===== config.mk =====
export PLATFORM = sky130hd
export DESIGN_NAME = mem_arbiter
export DESIGN_NICKNAME = d
export VERILOG_FILES = /design/src/rtl/mem_arbiter.sv
export SDC_FILE = /design/constraint.sdc
export NUM_CORES = 1
export LEC_CHECK = 0
export BUFFER_PORTS_ARGS = -buffer_cell sky130_fd_sc_hd__clkbuf_2
export CAP_MARGIN = 30
export CELL_PAD_IN_SITES_DETAIL_PLACEMENT = 0
export CELL_PAD_IN_SITES_GLOBAL_PLACEMENT = 1
export CORE_UTILIZATION = 39
export DETAILED_ROUTE_END_ITERATION = 10
export HOLD_SLACK_MARGIN = 0.15
export PLACE_DENSITY_LB_ADDON = 0.1
export REMOVE_ABC_BUFFERS = 1
export SLEW_MARGIN = 10
export SYNTH_ARGS = -nofsm -noshare
export SYNTH_HDL_FRONTEND = slang
export SYNTH_SLANG_ARGS = --single-unit
export TNS_END_PERCENT = 5

===== constraint.sdc =====
create_clock -name clk -period 3.85 [get_ports clk]
set_input_delay 0.1925 -clock clk [delete_from_list [all_inputs] [get_ports clk]]
set_output_delay 0.1925 -clock clk [all_outputs]
set_load 0.02 [all_outputs]

===== src/rtl/mem_arbiter.sv =====
// Byte-wide RAM port arbiter: fixed-priority grant (store > load > fetch),
// byte-serial sequencing, registered 32-bit result with one-cycle done pulses.
module mem_arbiter #(
  parameter int         ADDR_WIDTH = 32,
  parameter logic [1:0] IO_SEL     = 2'b11
) (
  input  logic                  clk,
  input  logic                  rst,
  input  logic                  rdy,
  input  logic                  clear,
  input  logic                  if_req,
  input  logic [ADDR_WIDTH-1:0] if_addr,
  output logic                  if_done,
  input  logic                  ld_req,
  input  logic [ADDR_WIDTH-1:0] ld_addr,
  input  logic [2:0]            ld_size,
  input  logic                  ld_signed,
  output logic                  ld_done,
  input  logic                  st_req,
  input  logic [ADDR_WIDTH-1:0] st_addr,
  input  logic [2:0]            st_size,
  input  logic [31:0]           st_data,
  output logic                  st_done,
  output logic [31:0]           out_data,
  output logic                  ram_rw,
  output logic [ADDR_WIDTH-1:0] ram_addr,
  output logic [7:0]            ram_dout,
  input  logic [7:0]            ram_din,
  input  logic                  io_buffer_full
);

  typedef enum logic [1:0] {IDLE, READ, WRITE} state_t;

  state_t                state, state_n;
  logic                  owner_ld, owner_ld_n;
  logic [ADDR_WIDTH-1:0] base, base_n;
  logic [2:0]            nb, nb_n;
  logic                  sgn, sgn_n;
  logic [31:0]           wdata, wdata_n;
  logic [2:0]            cnt, cnt_n;
  logic [31:0]           rbuf, rbuf_n;
  logic [31:0]           out_data_n;
  logic                  if_done_n, ld_done_n, st_done_n;
  logic                  ram_rw_n;
  logic [ADDR_WIDTH-1:0] ram_addr_n;
  logic [7:0]            ram_dout_n;

  logic [1:0]  idx;
  logic [31:0] merged, result;
  logic        ext;
  logic        st_ok, ld_ok, if_ok, is_io;

  function automatic logic [2:0] size_bytes(input logic [2:0] sz);
    case (sz)
      3'd1:    return 3'd1;
      3'd2:    return 3'd2;
      default: return 3'd4;
    endcase
  endfunction

  // A requester whose done is still high is masked so a held req is not re-granted.
  assign st_ok = st_req & ~st_done;
  assign ld_ok = ld_req & ~ld_done & ~clear;
  assign if_ok = if_req & ~if_done & ~clear;
  assign is_io = (base[17:16] == IO_SEL);
  // Capture edge k+2 stores the byte addressed at edge k.
  assign idx   = cnt[1:0] - 2'd2;

  always_comb begin
    merged = rbuf;
    merged[{idx, 3'b000} +: 8] = ram_din;
    ext    = sgn & ((nb == 3'd1) ? merged[7] : merged[15]);
    case (nb)
      3'd1:    result = {{24{ext}}, merged[7:0]};
      3'd2:    result = {{16{ext}}, merged[15:0]};
      default: result = merged;
    endcase
  end

  always_comb begin
    state_n    = state;
    owner_ld_n = owner_ld;
    base_n     = base;
    nb_n       = nb;
    sgn_n      = sgn;
    wdata_n    = wdata;
    cnt_n      = cnt;
    rbuf_n     = rbuf;
    out_data_n = out_data;
    if_done_n  = 1'b0;
    ld_done_n  = 1'b0;
    st_done_n  = 1'b0;
    ram_rw_n   = ram_rw;
    ram_addr_n = ram_addr;
    ram_dout_n = ram_dout;
    case (state)
      IDLE: begin
        if (st_ok) begin
          state_n = WRITE;
          base_n  = st_addr;
          nb_n    = size_bytes(st_size);
          wdata_n = st_data;
          cnt_n   = '0;
        end else if (ld_ok || if_ok) begin
          state_n    = READ;
          owner_ld_n = ld_ok;
          base_n     = ld_ok ? ld_addr : if_addr;
          nb_n       = ld_ok ? size_bytes(ld_size) : 3'd4;
          sgn_n      = ld_ok & ld_signed;
          cnt_n      = 3'd1;
          rbuf_n     = '0;
          ram_rw_n   = 1'b1;
          ram_addr_n = ld_ok ? ld_addr : if_addr;
        end
      end
      READ: begin
        if (clear) begin
          state_n  = IDLE;
          ram_rw_n = 1'b1;
        end else begin
          if (cnt < nb) ram_addr_n = base + ADDR_WIDTH'(cnt);
          if (cnt >= 3'd2) rbuf_n = merged;
          cnt_n = cnt + 3'd1;
          if (cnt == nb + 3'd1) begin
            state_n    = IDLE;
            out_data_n = result;
            ld_done_n  = owner_ld;
            if_done_n  = ~owner_ld;
          end
        end
      end
      WRITE: begin
        if (cnt == nb) begin
          state_n   = IDLE;
          ram_rw_n  = 1'b1;
          st_done_n = 1'b1;
        end else if (is_io && io_buffer_full) begin
          ram_rw_n = 1'b1;
        end else begin
          ram_rw_n   = 1'b0;
          ram_addr_n = base + ADDR_WIDTH'(cnt);
          ram_dout_n = wdata[{cnt[1:0], 3'b000} +: 8];
          cnt_n      = cnt + 3'd1;
        end
      end
      default: state_n = IDLE;
    endcase
  end

  always_ff @(posedge clk) begin
    if (rst) begin
      state    <= IDLE;
      owner_ld <= 1'b0;
      base     <= '0;
      nb       <= '0;
      sgn      <= 1'b0;
      wdata    <= '0;
      cnt      <= '0;
      rbuf     <= '0;
      out_data <= '0;
      if_done  <= 1'b0;
      ld_done  <= 1'b0;
      st_done  <= 1'b0;
      ram_rw   <= 1'b1;
      ram_addr <= '0;
      ram_dout <= '0;
    end else if (rdy) begin
      state    <= state_n;
      owner_ld <= owner_ld_n;
      base     <= base_n;
      nb       <= nb_n;
      sgn      <= sgn_n;
      wdata    <= wdata_n;
      cnt      <= cnt_n;
      rbuf     <= rbuf_n;
      out_data <= out_data_n;
      if_done  <= if_done_n;
      ld_done  <= ld_done_n;
      st_done  <= st_done_n;
      ram_rw   <= ram_rw_n;
      ram_addr <= ram_addr_n;
      ram_dout <= ram_dout_n;
    end
  end

endmodule


==> results of run 1 <==
[power breakdown]
group          switching (mW)  internal, mW  total (mW)
Combinational           0.524         0.345       0.869
Sequential             0.0847          1.98        2.06
Clock                   0.865         0.870        1.73
[flip-flops by register name (all words and copies together), names as in the netlist, 3 cells and up]
signal and flops:
rbuf 32, ram_dout 8, ram_addr 32, cnt 3
base 32, nb 3, out_data 32, wdata 32
[Yosys cell counts, drive strengths merged (6+ instances only)]
cell type	count
nand2b	8
nor4b	6
a211oi	8
o22ai	31
nand3	51
o21ai	99
nand4	8
mux2i	57
nand2	202
nor2	112
nor3	13
clkbuf	64
a211o	11
xnor2	17
mux4	8
ha	18
inv	47
dfxtp	182
xor2	10
nor2b	14
buf	20
nor4	9
a21oi	124
[logic make-up (layout without fill, tap and decap cells)]
kind of cell | count (synthesis) | after routing | synth area share, %
AOI/OAI and AO/OA | 304 | 304 | 18.8
xor gates and xnor gates | 28 | 28 | 2.80
adders and majority gates | 19 | 19 | 2.64
buffers and inverters | 131 | 383 | 5.62
DFF | 182 | 182 | 39.3
muxes | 69 | 69 | 8.57
and+or+nand+nor | 448 | 448 | 22.3
[worst max-delay path, delay by kind of cell, from the launching register on]
kind                     cells  cell delay [ns]
AO/OA/AOI/OAI                4             1.37
adder cells (fa/ha/maj)      1             0.37
buffers and inverters        1             0.17
flip-flops                   1             0.48
AND/OR/NAND/NOR              2             0.35
[per-layer routing]
layer  track usage (%)  share of wire (%)
met2              37.1                 45
met3              4.13                4.6
met5                 0                  0
met1              32.0                 50
met4              4.81               0.83
[area by class of cell]
class | instances | area [um^2]
multi-input combinational | 868 | 5140
tap | 319 | 399
clock buffer | 17 | 425
fill | 2396 | 11600
clock inverter | 15 | 154
timing repair buffer | 304 | 1860
inverter | 47 | 176
sequential | 182 | 3640
[worst max-delay path by stage]
stage	from	end	slack (ns)	cells after the start
after global routing	cnt[1]	out_data[18]	0.67	8
after CTS	cnt[0]	ram_addr[30]	0.95	10
final	cnt[1]	out_data[27]	0.95	8
after detailed placement	cnt[0]	ram_addr[30]	0.96	10
after floorplan	st_done	base[24]	-0.05	6
after global placement	cnt[0]	ram_addr[30]	1.02	10
[through the flow]
step                setup slack, ns  hold WS, ns
finish                        0.949        0.161
CTS                           0.949        0.155
global route                  0.672        0.170
global placement               1.02        0.419
detailed placement            0.960        0.424
floorplan                   -0.0458        0.262
==> results.ini, run 1 <==
[sta]
hold_viol = 0
relSlewSlack_pct = 45.3
fin_setup_tns_ns = 0
maxSlewViolCount = 0
skew_ns = 0.0161
finalCriticalPeriod_ns = 2.90
finalCritPeriodShare_pct = 75.3
setup-violations-final = 0
tightest_slew_ns = 0.816
rsz0062_at_grt = no
clock.fmax_ghz = 0.345

[clocking]
clk_latency_ns = 0.43
clk_pin_slew_worst_paths_ns = 0.08
clockRootBuffer = clkbuf_16
postCtsSetupBuffers = 0
cts_buffer_depth = 2
cts-buffers-inserted = 17
cts.sinks = 182
cts_resized = 0
h-tree-depth = 4
cts_tree = done
holdBufCountCts = 56

[die]
coreArea_um2 = 23400
die_h_um = 156
ios = 227
fp.dieW_um = 156
die-area_um2 = 24400
fp-row-count = 56
initial_utilization_pct = 39.7

[synth]
async_flop_share_pct = 0
yosys_warnings = 0
synth.avg_cell_area_um2 = 7.86
synth_edf_count = 0
synth-main-ff-cell = dfxtp_1
ys_seq_area_share_pct = 39.3
netlist_instances = 1181
yosys.area.top_type = dfxtp_1
yosys-top-cells-area = dfxtp_1 39%, nand2_1 8.2%, a21oi_1 6.7%
synth_top_area_share_pct = 39.3
synth-seq-cells = 182
synthesis.area_um2 = 9280
yosys.cell_types.count = 61

[power_and_ir_drop]
finalPower_mw = 4.67
ir_drop_uv = 224
leakage_nw = 4.89
power_density_nw_per_um2 = 395

[setup_path]
worstPathMaxFanout = 16
ff2ff_path_depth = 8
cpMaxStageDelayCell = a21boi_2
crit-reg2reg-capture = out_data[27]
end_kind = register
path_class = reg -> reg
worstReg2RegStart = cnt[1]
reg2reg_setup_slack_ns = 0.95
slowest_delay_ns = 0.63
startpoint_type = register
path_cells = inv_1, ha_1, nor2b_1, a31oi_1, nor2_1, a41o_1, a21boi_2, a21oi_1
cp_data_required_time_ns = 4.13
arrival_ns = 3.18

[placed_design]
place_area_um2 = 10700
hpwlAfterDp_um = 18700
port_buffers = 226
dp_cells = 1664
gp_congestion = 0.796

[grt]
grt_max_degree = 65
grt_pass1_vias = 8451
grt_first_pass_wirelength_um = 44200
gr-total-overflow = 0
grt_util_all_layers_pct = 23.0
antenna_found_initial = 0

[route]
post_drt_wl_per_cell_um = 15.8
avgViaCountPerCell = 5.11
ant_nets = 0
vias = 8956
drt_iter0_drc = 549
drc = 0
postRouteWirelength_um = 27600
firstDrtPassIters = 4

[min_path]
min-delay-start = st_addr[13]
hold-path-endpoint = base[13]
hold_path.class = in -> reg
whs_path_depth = 5

[finish]
drive_above_1_share_pct = 22.2
design_area_um2 = 11800
diodes = 0
post-route-util_pct = 50.4
finalNonFillerCells = 1752
layout.nets = 1590
layout_common_cells = 225 x clkbuf_2, 202 x nand2_1, 182 x dfxtp_1
syn2layout_area_growth_pct = 27.1
final_common_cell = clkbuf_2

[outcome]
status = finished clean

[flow_run]
cap_violations = 0

Note: power is estimated with default switching activity, not from simulation.
==> run 2, diff against run 1 <==
--- a/config.mk
+++ b/config.mk
@@ -9,7 +9,7 @@
 export CAP_MARGIN = 30
 export CELL_PAD_IN_SITES_DETAIL_PLACEMENT = 0
 export CELL_PAD_IN_SITES_GLOBAL_PLACEMENT = 1
-export CORE_UTILIZATION = 39
+export CORE_UTILIZATION = 35
 export DETAILED_ROUTE_END_ITERATION = 10
 export HOLD_SLACK_MARGIN = 0.15
 export PLACE_DENSITY_LB_ADDON = 0.1
==> constraint.sdc (replaced) <==
create_clock -name clk -period 2.4 [get_ports clk]
set_input_delay 0.12 -clock clk [delete_from_list [all_inputs] [get_ports clk]]
set_output_delay 0.12 -clock clk [all_outputs]
set_load 0.02 [all_outputs]
==> results.ini, run 2 (synthesis gave the netlist of run 1 again) <==
[outcome]
status = finished clean

[finish]
drive_above_1_share_pct = 23.8
finalNonFillerCells = 1817
layout.nets = 1639
diodes = 0
syn2layout_area_growth_pct = 33.7
final_common_cell = clkbuf_2
layout_common_cells = 225 x clkbuf_2, 202 x nand2_1, 181 x dfxtp_1

[sta]
rsz0062_at_grt = yes
finalCritPeriodShare_pct = 93.7
maxSlewViolCount = 0
finalCriticalPeriod_ns = 2.25
setup-violations-final = 0
hold_viol = 0
tightest_slew_ns = 0.759
fin_setup_tns_ns = 0
relSlewSlack_pct = 49.4
skew_ns = 0.0119
clock.fmax_ghz = 0.445

[power_and_ir_drop]
p_sw_mw = 2.39
ir_drop_uv = 465
netSwitchingFraction_pct = 30.6
seq_power_share_pct = 42.2
comb_power_share_pct = 19.4
leakage_nw = 5.17
finalPower_mw = 7.83
p_int_mw = 5.44
power_density_nw_per_um2 = 631
power.share.clock_pct = 38.4

[route]
firstDrtPassIters = 5
avgViaCountPerCell = 5.00
drc = 0
vias = 9093
post_drt_wl_per_cell_um = 16.1
drt_iter0_drc = 563
postRouteWirelength_um = 29200
ant_nets = 0

[min_path]
whs_path_depth = 5
hold-path-endpoint = base[31]
hold_path.class = in -> reg
min-delay-start = ld_addr[31]

[clocking]
postCtsSetupBuffers = 0
h-tree-depth = 4
cts.sinks = 182
cts_buffer_depth = 2
cts_tree = done
cts-buffers-inserted = 17
clk_pin_slew_worst_paths_ns = 0.07
clk_latency_ns = 0.43
clockRootBuffer = clkbuf_16

[die]
coreArea_um2 = 26100
fp.dieW_um = 165
fp-row-count = 59
die_h_um = 165
ios = 227
initial_utilization_pct = 35.6
die-area_um2 = 27200

[placed_design]
dp_cells = 1708
port_buffers = 226
hpwlAfterDp_um = 19500
gp_congestion = 0.787

[setup_path]
path_class = reg -> reg
worstPathMaxFanout = 37
crit-reg2reg-capture = ram_addr[8]
cp_num_cells = 10
ff2ff_path_depth = 10
worstReg2RegStart = cnt[0]
end_kind = register
cp_data_required_time_ns = 2.73
path_cells = buf_6, inv_1, ha_1, nand3_2, nand2_1, a21o_1, a211o_1, buf_12, and3_1, a41o_1
worst-path-buf-inv = 3
startpoint_type = register
slowest_delay_ns = 0.35
cpLargestDelayFamily = compound AO/OA/AOI/OAI gates
cpMaxStageDelayCell = dfxtp_2
arrival_ns = 2.58
reg2reg_setup_slack_ns = 0.15

[grt]
grt_max_degree = 154
grt_first_pass_wirelength_um = 45900
grt_pass1_vias = 8526
antenna_found_initial = 0
gr-total-overflow = 0
grt_util_all_layers_pct = 21.5

[flow_run]
cap_violations = 0

run 2: layout make-up:
| cell class | instances | area (um^2) |
|---|---|---|
| clock buffers | 18 | 439 |
| clock inverters | 14 | 181 |
| fillers | 2657 | 13700 |
| inverters | 47 | 176 |
| multi-input cells | 868 | 5170 |
| flip-flops and latches | 182 | 3640 |
| well taps | 335 | 419 |
| repair buffers | 353 | 2370 |
run 2: worst max path at each step:
stage,to,slack [ns],start
2_1_floorplan,base[24],-1.50,st_done
3_3_place_gp,ram_addr[8],0.14,cnt[0]
3_5_place_dp,ram_addr[8],0.07,cnt[0]
4_1_cts,ram_addr[11],0.05,ld_done
5_1_grt,ram_addr[8],-0.02,nb[1]
6_report,ram_addr[8],0.15,cnt[0]
run 2: timing repair:
item                       in CTS  in global routing
hold endpoints to repair       72                  0
setup endpoints to repair       0                 44
resized for setup               0                 11
hold buffers                   77                  0
run 2: per-layer routing:
layer  vias to the layer above  global-route usage, %  part of all wire (%)
li1                       4647                      -                     -
met1                      4210                   31.0                    49
met2                       226                   34.3                    45
met3                        10                   3.01                   4.6
met4                         0                   3.63                  0.54
met5                         -                      0                     0
run 2: worst register-to-register path: stages (launching register included):
cell	delay [ns]
dfxtp_2	0.35
buf_6	0.13
inv_1	0.10
ha_1	0.31
nand3_2	0.09
nand2_1	0.05
a21o_1	0.22
a211o_1	0.31
buf_12	0.19
and3_1	0.20
a41o_1	0.19
run 2: power groups by stage:
stage          Combinational, mW  Clock, mW  Sequential [mW]
2_1_floorplan              0.728          0             3.41
3_3_place_gp                1.41          0             3.37
3_5_place_dp                1.41          0             3.37
4_1_cts                     1.52       3.06             3.30
5_1_grt                     1.69       3.19             3.33
6_report                    1.52       3.00             3.30
run 2: through the flow:
stage                     hold WS, ns  utilization (%)  worst slack (ns)  cell area, um^2
after global placement          0.344             42.1             0.135            11000
after CTS                       0.150             47.5            0.0458            12400
after floorplan                 0.189                -             -1.50             8930
final                           0.158             47.6             0.151            12400
after detailed placement        0.349             42.1            0.0651            11000
after global routing            0.165             47.6           -0.0249            12400
==> run 3, diff against run 2 <==
--- a/config.mk
+++ b/config.mk
@@ -9,7 +9,9 @@
 export CAP_MARGIN = 30
 export CELL_PAD_IN_SITES_DETAIL_PLACEMENT = 0
 export CELL_PAD_IN_SITES_GLOBAL_PLACEMENT = 1
+export CORE_MARGIN = 4
 export CORE_UTILIZATION = 35
+export CTS_CLUSTER_SIZE = 28
 export DETAILED_ROUTE_END_ITERATION = 10
 export HOLD_SLACK_MARGIN = 0.15
 export PLACE_DENSITY_LB_ADDON = 0.1
==> results.ini, run 3 (synthesis gave the netlist of run 1 again) <==
[outcome]
status = finished clean

[sta]
rsz0062_at_grt = yes
hold_viol = 0
fin_hold_ws_ns = 0.148
relSlewSlack_pct = 48.6
finalCriticalPeriod_ns = 2.31
setup-violations-final = 0
maxSlewViolCount = 0
fin_setup_tns_ns = 0
finalCritPeriodShare_pct = 96.3
skew_ns = 0.0188
clock.fmax_ghz = 0.433
tightest_slew_ns = 0.770

[finish]
nFillCells = 2670
diodes = 0
final_common_cell = clkbuf_2
post-route-util_pct = 47.7
drive_above_1_share_pct = 23.8
syn2layout_area_growth_pct = 34.0
design_area_um2 = 12400
finalNonFillerCells = 1823
layout_common_cells = 225 x clkbuf_2, 202 x nand2_1, 181 x dfxtp_1
layout.nets = 1645

[setup_path]
cpMostUsedCell = mux2i_1
slowest_delay_ns = 0.59
reg2reg_setup_slack_ns = 0.09
worst-path-buf-inv = 2
cp_num_cells = 8
path_cells = nand2b_1, or2_2, buf_4, mux2i_1, dlygate4sd3_1, mux2i_1, mux2i_1, nor2_1
worstPathMaxFanout = 12
cp-endpoint = ram_addr[6]
startpoint_type = register
cpLargestDelayFamily = buffers and inverters
ff2ff_path_depth = 8
cpMaxStageDelayCell = dlygate4sd3_1
cp_data_required_time_ns = 2.71
path_class = reg -> reg
worstSetupStartpoint = ld_done
crit-reg2reg-capture = ram_addr[6]
worstReg2RegStart = ld_done
end_kind = register
arrival_ns = 2.62

[power_and_ir_drop]
power.share.clock_pct = 36.8
ir_drop_uv = 410
p_int_mw = 5.22
leakage_nw = 5.17
comb_power_share_pct = 20.1
netSwitchingFraction_pct = 31.8
p_sw_mw = 2.44
power_density_nw_per_um2 = 616
seq_power_share_pct = 43.1

[route]
post_drt_wl_per_cell_um = 16.6
avgViaCountPerCell = 5.02
ant_nets = 0
drc = 0
firstDrtPassIters = 5
postRouteWirelength_um = 30200
vias = 9159
drt_iter0_drc = 379

[grt]
grt_max_degree = 64
antenna_found_initial = 0
grt_first_pass_wirelength_um = 48100
grt_pass1_vias = 8878
grt_util_all_layers_pct = 20.5
gr-total-overflow = 0

[die]
fp-row-count = 59
ios = 227
coreArea_um2 = 26100
die-area_um2 = 29200
die_h_um = 171
fp.dieW_um = 171
initial_utilization_pct = 35.6

[placed_design]
gp_congestion = 0.818
port_buffers = 226
hpwlAfterDp_um = 20700
place_area_um2 = 11000
dp_cells = 1707

[clocking]
cts_buffer_depth = 2
clk_pin_slew_worst_paths_ns = 0.08
postCtsSetupBuffers = 0
h-tree-depth = 4
clockRootBuffer = clkbuf_16
cts.sinks = 182
cts-buffers-inserted = 17
clk_latency_ns = 0.44
cts_tree = done

[min_path]
hold_path.class = in -> reg

[flow_run]
cap_violations = 0

[run 3: through the flow]
stage               total power [mW]  setup slack, ns
finish                          7.66           0.0883
global route                    8.06          -0.0108
CTS                             7.76           0.0511
detailed placement              4.80           0.0912
global placement                4.79            0.128
floorplan                       4.14            -1.50
[run 3: worst min-delay path, cell delays in order]
cell and delay, ns:
clkbuf_2 0.08, mux2i_1 0.14, o22ai_1 0.09, o21ai_0 0.07, nor2_1 0.04
[run 3: worst min-delay path by stage]
stage / startpoint / end / slack, ns / cells past startpoint
after detailed placement: st_data[29] / wdata[29] / 0.35 / 3
after global placement: st_data[31] / wdata[31] / 0.35 / 3
after floorplan: rst / cnt[0] / 0.19 / 1
after CTS: ld_addr[27] / base[27] / 0.15 / 5
final: ld_addr[27] / base[27] / 0.15 / 5
after global routing: if_addr[8] / ram_addr[8] / 0.17 / 4
[run 3: final cells by class]
| class | instances | area [um^2] | share of cell area, % |
|---|---|---|---|
| multi-input combinational | 868 | 5180 | 41.7 |
| sequential | 182 | 3640 | 29.3 |
| timing repair buffer | 359 | 2430 | 19.5 |
| clock buffer | 18 | 429 | 3.45 |
| tap | 335 | 419 | 3.37 |
| inverter | 47 | 176 | 1.42 |
| clock inverter | 14 | 154 | 1.24 |
[run 3: metal layers]
layer	routed length (um)	GRT usage, %	up-vias	part of all wire (%)
li1	-	-	4680	-
met5	0	0	-	0
met1	15100	29.6	4266	50
met4	279	3.65	0	0.92
met2	13600	32.4	194	45
met3	1280	3.65	19	4.2
[run 3: power by group through the flow]
stage                     combinational (mW)  sequential, mW  clock (mW)
after floorplan                        0.728            3.41           0
after CTS                               1.54            3.30        2.92
after detailed placement                1.43            3.37           0
final                                   1.54            3.30        2.82
after global placement                  1.42            3.37           0
after global routing                    1.70            3.33        3.04
[run 3: timing repair]
| item | 4_1_cts | 5_1_grt |
|---|---|---|
| hold buffers | 84 | 0 |
| gates resized for setup | 0 | 17 |
| setup endpoints to repair | 0 | 67 |
| endpoints found under the hold margin | 74 | 0 |
